### src/rtl/memory1_pkg.sv
// Shared types for the memory1 stage: stage bundles, forward request, access size and FSM states.
// Latency: n/a (types and helpers only).
// Backpressure: n/a.
package memory1_pkg;

    typedef logic [31:0] u32_t;

    typedef enum logic [1:0] {
        BYTE      = 2'd0,
        HALF_WORD = 2'd1,
        WORD      = 2'd2
    } byte_type_t;

    typedef enum logic [1:0] {
        IDLE = 2'd0,
        WAIT = 2'd1,
        SENT = 2'd2
    } mem1_state_t;

    typedef struct packed {
        u32_t       pc;
        u32_t       pc_plus4;
        u32_t       ex_out;
        u32_t       st_data;
        logic [4:0] rd;
        logic       is_wr_rd;
        logic       is_wr_rd_pc_plus4;
        logic       is_mem;
        logic       is_store;
        byte_type_t byte_type;
        logic       is_signed;
        logic       is_flush;
    } execute_memory1_pass_t;

    typedef struct packed {
        u32_t       pc;
        u32_t       pc_plus4;
        u32_t       ex_out;
        logic [4:0] rd;
        logic       is_wr_rd;
        logic       is_wr_rd_pc_plus4;
        logic       is_mem;
        logic       is_store;
        byte_type_t byte_type;
        logic       is_signed;
        logic       is_flush;
        logic [1:0] byte_en;
        logic       excp_ale;
    } memory1_memory2_pass_t;

    typedef struct packed {
        logic       valid;
        logic [4:0] idx;
        u32_t       data;
    } forward_req_t;

    // True when the access size does not fit the low address bits.
    function automatic logic is_misaligned(input byte_type_t bt, input logic [1:0] lo);
        return ((bt == HALF_WORD) && lo[0]) || ((bt == WORD) && (lo != 2'b00));
    endfunction

endpackage

### src/rtl/memory1_st_align.sv
// Store lane replication and byte-strobe generation for the dcache write port.
// Latency: combinational.
// Backpressure: none; outputs follow inputs.
import memory1_pkg::*;

module st_align (
    input  byte_type_t  byte_type,
    input  logic        is_store,
    input  logic [1:0]  addr,
    input  u32_t        st_data,
    output u32_t        wr_data,
    output logic [3:0]  wr_strb
);

    // Replicate the stored quantity across lanes and pick the strobes it lands on.
    always_comb begin
        wr_data = st_data;
        wr_strb = 4'b0000;
        case (byte_type)
            BYTE: begin
                wr_data = {4{st_data[7:0]}};
                wr_strb = 4'b0001 << addr;
            end
            HALF_WORD: begin
                wr_data = {2{st_data[15:0]}};
                wr_strb = addr[1] ? 4'b1100 : 4'b0011;
            end
            WORD: begin
                wr_data = st_data;
                wr_strb = 4'b1111;
            end
            default: begin
                wr_data = st_data;
                wr_strb = 4'b0000;
            end
        endcase
        if (!is_store) begin
            wr_strb = 4'b0000;
        end
    end

endmodule

### src/rtl/memory1.sv
// Memory1 stage: holds the execute bundle, issues one dcache request per memory op, forwards ALU results.
// Latency: request valid the cycle after the bundle is registered; handshake with ready=1 adds no cycles.
// Backpressure: ready low raises dcache_req_stall and bubbles memory2; MEMORY1_ALIGN_CHECK_EN enables misalign traps.
import memory1_pkg::*;

module memory1 (
    input  logic                  clk,
    input  logic                  rst,
    input  logic                  is_stall,
    input  logic                  is_flush,
    input  execute_memory1_pass_t pass_in,
    output memory1_memory2_pass_t pass_out,
    output forward_req_t          fwd_req,
    output logic                  dcache_req_valid,
    input  logic                  dcache_req_ready,
    output u32_t                  dcache_addr,
    output logic                  dcache_is_wr,
    output u32_t                  dcache_wr_data,
    output logic [3:0]            dcache_wr_strb,
    output logic                  dcache_req_stall
);

    execute_memory1_pass_t pass_in_r;
    mem1_state_t           state;
    mem1_state_t           state_nxt;
    logic                  mem1_flush;
    logic                  ale;
    logic                  done;
    logic                  go;

    // Input register; reset leaves a bubble so nothing downstream acts on stale data.
    always_ff @(posedge clk) begin
        if (rst) begin
            pass_in_r          <= '0;
            pass_in_r.is_flush <= 1'b1;
        end else if (!is_stall) begin
            pass_in_r <= pass_in;
        end
    end

    assign mem1_flush = is_flush | pass_in_r.is_flush;

`ifdef MEMORY1_ALIGN_CHECK_EN
    assign ale = pass_in_r.is_mem & is_misaligned(pass_in_r.byte_type, pass_in_r.ex_out[1:0]);
`else
    assign ale = 1'b0;
`endif

    // A request already handed over for the held instruction must not be reissued.
    assign done = (state == SENT);
    assign go   = pass_in_r.is_mem & ~mem1_flush & ~ale & ~done;

    // Request FSM state register.
    always_ff @(posedge clk) begin
        if (rst) begin
            state <= IDLE;
        end else begin
            state <= state_nxt;
        end
    end

    // Next state and request valid; a flush drops valid at once and returns to IDLE.
    always_comb begin
        state_nxt        = state;
        dcache_req_valid = 1'b0;
        case (state)
            IDLE: begin
                dcache_req_valid = go;
                if (go) begin
                    if (dcache_req_ready) begin
                        state_nxt = is_stall ? SENT : IDLE;
                    end else begin
                        state_nxt = WAIT;
                    end
                end
            end
            WAIT: begin
                dcache_req_valid = ~mem1_flush;
                if (dcache_req_ready) begin
                    state_nxt = is_stall ? SENT : IDLE;
                end
            end
            SENT: begin
                if (!is_stall) begin
                    state_nxt = IDLE;
                end
            end
            default: state_nxt = IDLE;
        endcase
        if (is_flush) begin
            state_nxt = IDLE;
        end
    end

    assign dcache_req_stall = dcache_req_valid & ~dcache_req_ready;
    assign dcache_addr      = pass_in_r.ex_out;
    assign dcache_is_wr     = pass_in_r.is_store;

    st_align u_st_align (
        .byte_type (pass_in_r.byte_type),
        .is_store  (pass_in_r.is_store),
        .addr      (pass_in_r.ex_out[1:0]),
        .st_data   (pass_in_r.st_data),
        .wr_data   (dcache_wr_data),
        .wr_strb   (dcache_wr_strb)
    );

    // Forward non-memory register writes back to execute.
    always_comb begin
        fwd_req       = '0;
        fwd_req.valid = pass_in_r.is_wr_rd & ~pass_in_r.is_mem & ~mem1_flush;
        fwd_req.idx   = pass_in_r.rd;
        fwd_req.data  = pass_in_r.is_wr_rd_pc_plus4 ? pass_in_r.pc_plus4 : pass_in_r.ex_out;
    end

    // Bundle to memory2; a bubble is sent while the dcache has not accepted the request.
    always_comb begin
        pass_out                   = '0;
        pass_out.pc                = pass_in_r.pc;
        pass_out.pc_plus4          = pass_in_r.pc_plus4;
        pass_out.ex_out            = pass_in_r.ex_out;
        pass_out.rd                = pass_in_r.rd;
        pass_out.is_wr_rd          = pass_in_r.is_wr_rd;
        pass_out.is_wr_rd_pc_plus4 = pass_in_r.is_wr_rd_pc_plus4;
        pass_out.is_mem            = pass_in_r.is_mem & ~ale;
        pass_out.is_store          = pass_in_r.is_store;
        pass_out.byte_type         = pass_in_r.byte_type;
        pass_out.is_signed         = pass_in_r.is_signed;
        pass_out.is_flush          = mem1_flush | dcache_req_stall;
        pass_out.byte_en           = pass_in_r.ex_out[1:0];
        pass_out.excp_ale          = ale;
    end

endmodule

### config.mk
export PLATFORM = sky130hd
export DESIGN_NAME = memory1
export DESIGN_NICKNAME = d
export VERILOG_FILES = /design/src/rtl/memory1_pkg.sv /design/src/rtl/memory1_st_align.sv /design/src/rtl/memory1.sv
export SDC_FILE = /design/constraint.sdc
export NUM_CORES = 1
export LEC_CHECK = 0
export BUFFER_PORTS_ARGS = -buffer_cell sky130_fd_sc_hd__buf_2
export CAP_MARGIN = 40
export CORE_UTILIZATION = 34
export DETAILED_ROUTE_END_ITERATION = 10
export GPL_TIMING_DRIVEN = 0
export PLACE_DENSITY = 0.67
export SYNTH_ARGS = -nofsm -noshare
export SYNTH_HDL_FRONTEND = slang
export SYNTH_SLANG_ARGS = --single-unit
### constraint.sdc
create_clock -name clk -period 1.47 [get_ports clk]
set_input_delay 0.294 -clock clk [delete_from_list [all_inputs] [get_ports clk]]
set_output_delay 0.294 -clock clk [all_outputs]
set_load 0.05 [all_outputs]
* Yosys cells after proc, flatten, opt, wreduce, memory -nomap -nowiden
Cells that the tools add are included.
W data, S select, Z words.
** Storage, ports and cells
- Register bits after elaboration :: 143
- Logic and storage cells :: 48
** Operators by class
- Equal/unequal tests :: 7
- Shifts and indexed selects :: 1
- Mux-type cells :: 12
- Bitwise operators :: 11
- Reduce and logical (&&, ||, !) cells :: 4
** Operators with widths (number)
- $pmux W32 S2 :: 1
- $mux W32 :: 1
- $pmux W4 S3 :: 1
- $mux W2 :: 5
- $mux W4 :: 2
- $ne A2 B2 Y1 const B :: 3
- $pmux W2 S3 :: 1
- $and A1 B1 Y1 :: 5
- $eq A2 B1 Y1 const B :: 2
- $eq A2 B2 Y1 const B :: 2
- $logic_not A2 Y1 :: 2
- $not A1 Y1 :: 4
- $shl A1 B2 Y4 const A :: 1
- $reduce_and A3 Y1 :: 1
- $or A1 B1 Y1 :: 2
- $pmux W1 S2 :: 1
- $reduce_or A2 Y1 :: 1

* Longest topological paths before layout
- Word-level depth :: 7
- Mapped depth :: 5
- Gate-level depth less buffers :: 3

* By module
A second synthesis with hierarchy kept.
** Unflattened totals
- Cell total of the unflattened synthesis :: 723
- Area total of the unflattened synthesis :: 7049.3 sq um
** By module, submodules not included
- memory1 :: times used 1, cells an instance 657, area each 6565.0 sq um, sequential area each 2862.7 sq um
- st_align :: times used 1, cells an instance 66, area each 484.2 sq um, sequential area each 0.0 sq um

* Worst setup path before layout
No wires, ideal clock.
- Path kind :: register to output
- Start :: register state[1]
- End :: output port dcache_req_stall
- Arrival :: 2789 ps
- Required time :: 1176 ps
- Slack :: -1613 ps
- Stages on the path, launching flop included :: 3
- Buffers on the path :: 0
- Cell sequence :: dfxtp_1 > nor4_1 > nor2b_1
** Between the ends
- Cells in the longest elaborated chain, start to end :: 5
- Elaborated cells between the ends (all ways) :: 7
- Those cells by class :: eq/ne: 2; mux: 1; bitwise: 3; reduce/logical: 1
** Ends and longest elaborated chain
- start: declaration :: RTL line memory1.sv:24 : mem1_state_t state;
- start signal: assignment :: RTL line memory1.sv:58 : state <= state_nxt;
- $eq A2 B2 Y1 :: RTL line memory1.sv:50 : assign done = (state == SENT);
- $not A1 Y1 :: RTL line memory1.sv:51 : assign go = pass_in_r.is_mem & ~mem1_flush & ~ale & ~done;
- $and A1 B1 Y1 :: RTL line memory1.sv:51
- $pmux W1 S2 * :: RTL line memory1.sv:66 : case (state)
- named net dcache_req_valid :: RTL line memory1.sv:14 : output logic dcache_req_valid,
- $and A1 B1 Y1 * :: RTL line memory1.sv:95 : assign dcache_req_stall = dcache_req_valid & ~dcache_req_ready;
- end: declaration :: RTL line memory1.sv:20 : output logic dcache_req_stall
The timed path passes the listed nets; every way through them passes the cells marked *.

* Worst setup path in the final report
- Start :: register pass_in_r (netlist bit pass_out[5])
- End :: output port dcache_wr_data[11]
** Between the ends
- Cells in the longest elaborated chain, start to end :: 2
- Elaborated cells between the ends (all ways) :: 3
- Those cells by class :: eq/ne: 1; mux: 1; reduce/logical: 1
** Ends and longest elaborated chain
- start: declaration :: RTL line memory1.sv:23 : execute_memory1_pass_t pass_in_r;
- start signal: assignment :: RTL line memory1.sv:37 : pass_in_r <= pass_in;
- $eq A2 B1 Y1 or $logic_not A2 Y1 (tied branches) :: RTL line memory1_st_align.sv:19 : case (byte_type)
- $pmux W32 S2 * :: RTL line memory1_st_align.sv:19
- end: declaration :: RTL line memory1.sv:18 : output u32_t dcache_wr_data,
Mark *: on every way between the ends. The rest lies on a longest branch, timed or not.

==> summary.md <==
| Metric | Value |
|---|---|
| Starting Density | `a little over a third` |
| CP cell instances | `buf_6 -> nor2_4 -> buf_12 -> mux2_4 -> buf_8` |
| Main combinational cell family by area after synthesis | `multiplexers` |
| Power, Total | `approximately 0.013 W` |
| Worst path required time | `1180 ps` |
| Slowest cell on the critical path | `dfxtp_2` |
| Final wirelength | `about 23 mm` |
| Final nets | `1272` |
| Setup crit start kind | `flip-flop` |
| Worst-path maximum fanout | `8` |
| Placer congestion estimate | `about 0.83` |
| Synth top area cells | `dfxtp_1 40%, mux2i_1 21%, buf_4 17%` |
| Min cycle time layout | `between 1500 and 2000 ps` |
| Post-synthesis cell type count | `24` |
| CP Data Arrival Time | `1580 ps` |
| Die height | `~150 um` |
| Port Buf Inserts | `about 360` |
| Post-synthesis area per instance | `approximately 9.8 sq um` |
| Die area | `around 21000 sq um` |
| Hold_buf cts | `0` |
| CTS H-tree depth | `4` |
| Synth Area in Compound Gates | `around 1.6%` |
| FF-to-FF path depth | `6` |
| Slew headroom | `about three fifths` |
| Max clock buf depth | `2` |
| Via count | `roughly 6.3k` |
| RSZ-0062 raised after global routing | `yes` |
| TritonCTS Buffers | `17` |
| Share of cells above drive strength 1 | `a little over three fifths` |
| Final Hold Viols | `0` |
| Pleak | `around 6 nW` |
| Final setup vio count | `67` |
| Max-cap violation count | `0` |
| Yosys reg bits | `between 100 and 150` |
| Reg2Reg Setup Slack | `around 260 ps` |
| Drt via density | `~4.4` |
| Core area | `20300 sq um` |
| DRT iter0 DRCs | `between 100 and 150` |
| Mapped cell area | `~7100 sq um` |
| Final critical-path setup slack | `-402 ps` |
| TritonCTS clock tree | `done` |
| GRT Util Overall | `between 20 and 25%` |
| Simple-Gate Fraction of Synth Area | `9.10%` |
| Hold Crit Start | `pass_in[68]` |
| Number of global-route vias before repair | `roughly 6k` |
| Yosys top cell by area | `dfxtp_1` |
| Wire length per cell | `roughly 16 um` |
| Final core utilization | `~58%` |
| Synth Area in XOR/XNOR | `0%` |
| Worst skew pair latency | `410 ps` |
| Reg2reg end | `pass_out[9]` |
| Tcrit/Tclk final | `127%` |
| # DRC | `0` |
| PD cells | `about 1100 nW/um^2` |
| Placed wire-length estimate | `16.2 mm` |
| # rows | `between 50 and 60` |
| Placed standard-cell area | `9360 sq um` |
| CTS Root Cell | `clkbuf_16` |
| Synth top area share | `approximately 40%` |
| Global-route wire length before repair | `roughly 34 mm` |
| Multiplexer share of the synthesized area | `28.4%` |
| Max Fclk | `about 530 MHz` |
| Fin area | `approximately 12000 sq um` |
| Antenna-violating nets left | `0` |
| Failing checks | `setup timing` |
| Clk_skew | `around 5 ps` |
| Status | `finished with violations` |
| Die Wd | `146 um` |
| Initial antenna violation count | `2` |
| Peak VDD IR | `a little over 0.0007 V` |
| CP Class | `flip-flop to primary output` |
| RR Startpoint | `pass_out[9]` |
| Critical Path End Type | `primary output` |
| Clock Pin Slew Worst Setup and Hold Paths | `about 60 ps` |
| WHS Path Cells | `3` |
| Mapped Cells | `723` |
| Synth Area in Adders | `0%` |
| Clock sinks | `143` |
| Io pins | `approximately 370` |
| P&R area growth vs syn | `65.2%` |
| Post-synthesis sequential area ratio | `~40%` |
| Fin. max-slew vios | `0` |
| Pin slew with the least headroom to its limit | `slightly above 600 ps` |
| Hold worst-path end | `dcache_addr[23]` |
| Hold WC Path Type | `primary input to flip-flop` |
| Synth warn | `0` |
| Pre-antenna DRT Iters | `4` |
| Largest net degree at the start of global routing | `17` |
| Grt total ovfl | `0` |
| Syn nets | `between 800 and 900` |
| Crit-path max cell delay | `about 330 ps` |
==> per-layer routing <==
layer	vias up	wire, um	track usage (%)	part of all wire [%]
li1	3045	-	-	-
met1	2951	8750	21.8	38
met2	241	12000	37.7	52
met3	21	1600	6.66	7.0
met4	0	512	6.41	2.2
met5	-	0	0	0
==> Yosys cell counts <==
master     count
conb_1         1
buf_4        164
buf_1          1
nor2_2         1
dfxtp_1      143
a211o_1        1
nor2b_1        3
inv_1          2
o31ai_1        1
a21oi_1        4
buf_6          9
nor3_1         1
nor2_1       146
mux2_2        47
clkbuf_1      11
o21ai_0       11
nor4_1         1
nor4b_1        1
nand2b_1       1
a2111oi_2      1
mux2i_1      148
nand2_1       12
o211a_1        1
buf_2         12
==> final cells by class <==
| type | instances | area (sq um) |
|---|---|---|
| antenna | 2 | 5.00 |
| buffer | 197 | 1580 |
| clock buffer | 18 | 439 |
| clock inverter | 12 | 160 |
| fill | 1743 | 8600 |
| inverter | 2 | 7.51 |
| multi-input combinational | 381 | 3200 |
| sequential | 143 | 2920 |
| tap | 270 | 338 |
| timing repair buffer | 384 | 3050 |
==> critical path: cells and delay by family (launching register included) <==
kind                   cells  cell delay (ps)
buffers and inverters      3              430
DFF                        1              330
muxes                      1              320
and+or+nand+nor            1               90
==> logic make-up (layout without fill, tap and decap cells) <==
family                 Yosys count  count (layout)
buffers and inverters          199             613
and+or+nand+nor                166             166
muxes                          195             195
other                            1               3
AOI/OAI and AO/OA               19              19
DFF                            143             143
==> placed cells by master, fill, tap and decap left out, types with 2 or more instances in the layout <==
| master | count |
|---|---|
| a21oi_4 | 3 |
| buf_12 | 7 |
| buf_16 | 2 |
| buf_2 | 194 |
| buf_4 | 231 |
| buf_6 | 39 |
| buf_8 | 60 |
| bufinv_16 | 3 |
| clkbuf_1 | 10 |
| clkbuf_16 | 21 |
| clkbuf_4 | 33 |
| clkinvlp_4 | 4 |
| dfxtp_1 | 108 |
| dfxtp_2 | 28 |
| dfxtp_4 | 7 |
| diode_2 | 2 |
| inv_6 | 4 |
| mux2_4 | 47 |
| mux2i_1 | 141 |
| mux2i_2 | 5 |
| mux2i_4 | 2 |
| nand2_1 | 7 |
| nand2_2 | 2 |
| nand2_4 | 3 |
| nor2_1 | 142 |
| nor2_4 | 4 |
| nor2b_1 | 2 |
| o21ai_1 | 2 |
| o21ai_2 | 6 |
| o21ai_4 | 3 |
==> worst max-delay path by stage <==
stage | slack [ps] | to | from | depth (start not counted)
floorplan | -290 | dcache_req_stall | pass_in_r[0] | 2
global placement | -290 | dcache_wr_data[25] | pass_out[6] | 5
detailed placement | -310 | dcache_wr_data[25] | pass_out[6] | 5
CTS | -430 | dcache_wr_data[11] | pass_out[5] | 5
global route | -460 | dcache_wr_data[11] | pass_out[5] | 5
finish | -400 | dcache_wr_data[11] | pass_out[5] | 5
==> repair_timing <==
| action | CTS | global route |
|---|---|---|
| gates resized for setup | 331 | 138 |
| pin swaps | 7 | 6 |
| cloned | 2 | 3 |
| endpoints found under the setup margin | 136 | 124 |
| setup buffers | 10 | 6 |
==> sequential cells by signal, indices dropped and copies added, names as in the netlist <==
signal / count
state: 2
pass_in_r: 33
fwd_req: 5
dcache_is_wr: 1
dcache_addr: 32
pass_out: 70
==> metrics by stage <==
stage | setup slack, ps | std cells | TNS (ps) | hold slack, ps
2_1_floorplan | -287 | 723 | -1380 | 438
3_3_place_gp | -292 | 1356 | -15460 | 471
3_5_place_dp | -307 | 1356 | -15770 | 483
4_1_cts | -430 | 1398 | -22470 | 84.1
5_1_grt | -460 | 1409 | -25720 | 92.1
6_report | -402 | 1409 | -21600 | 109
==> where the power goes <==
part	internal, W	switching (W)	leakage [nW]
registers	0.00411	0.000226	1.19
logic	0.00161	0.00218	4.59
clock network	0.00271	0.00173	0.282
Power figures use the tool's default switching activity.
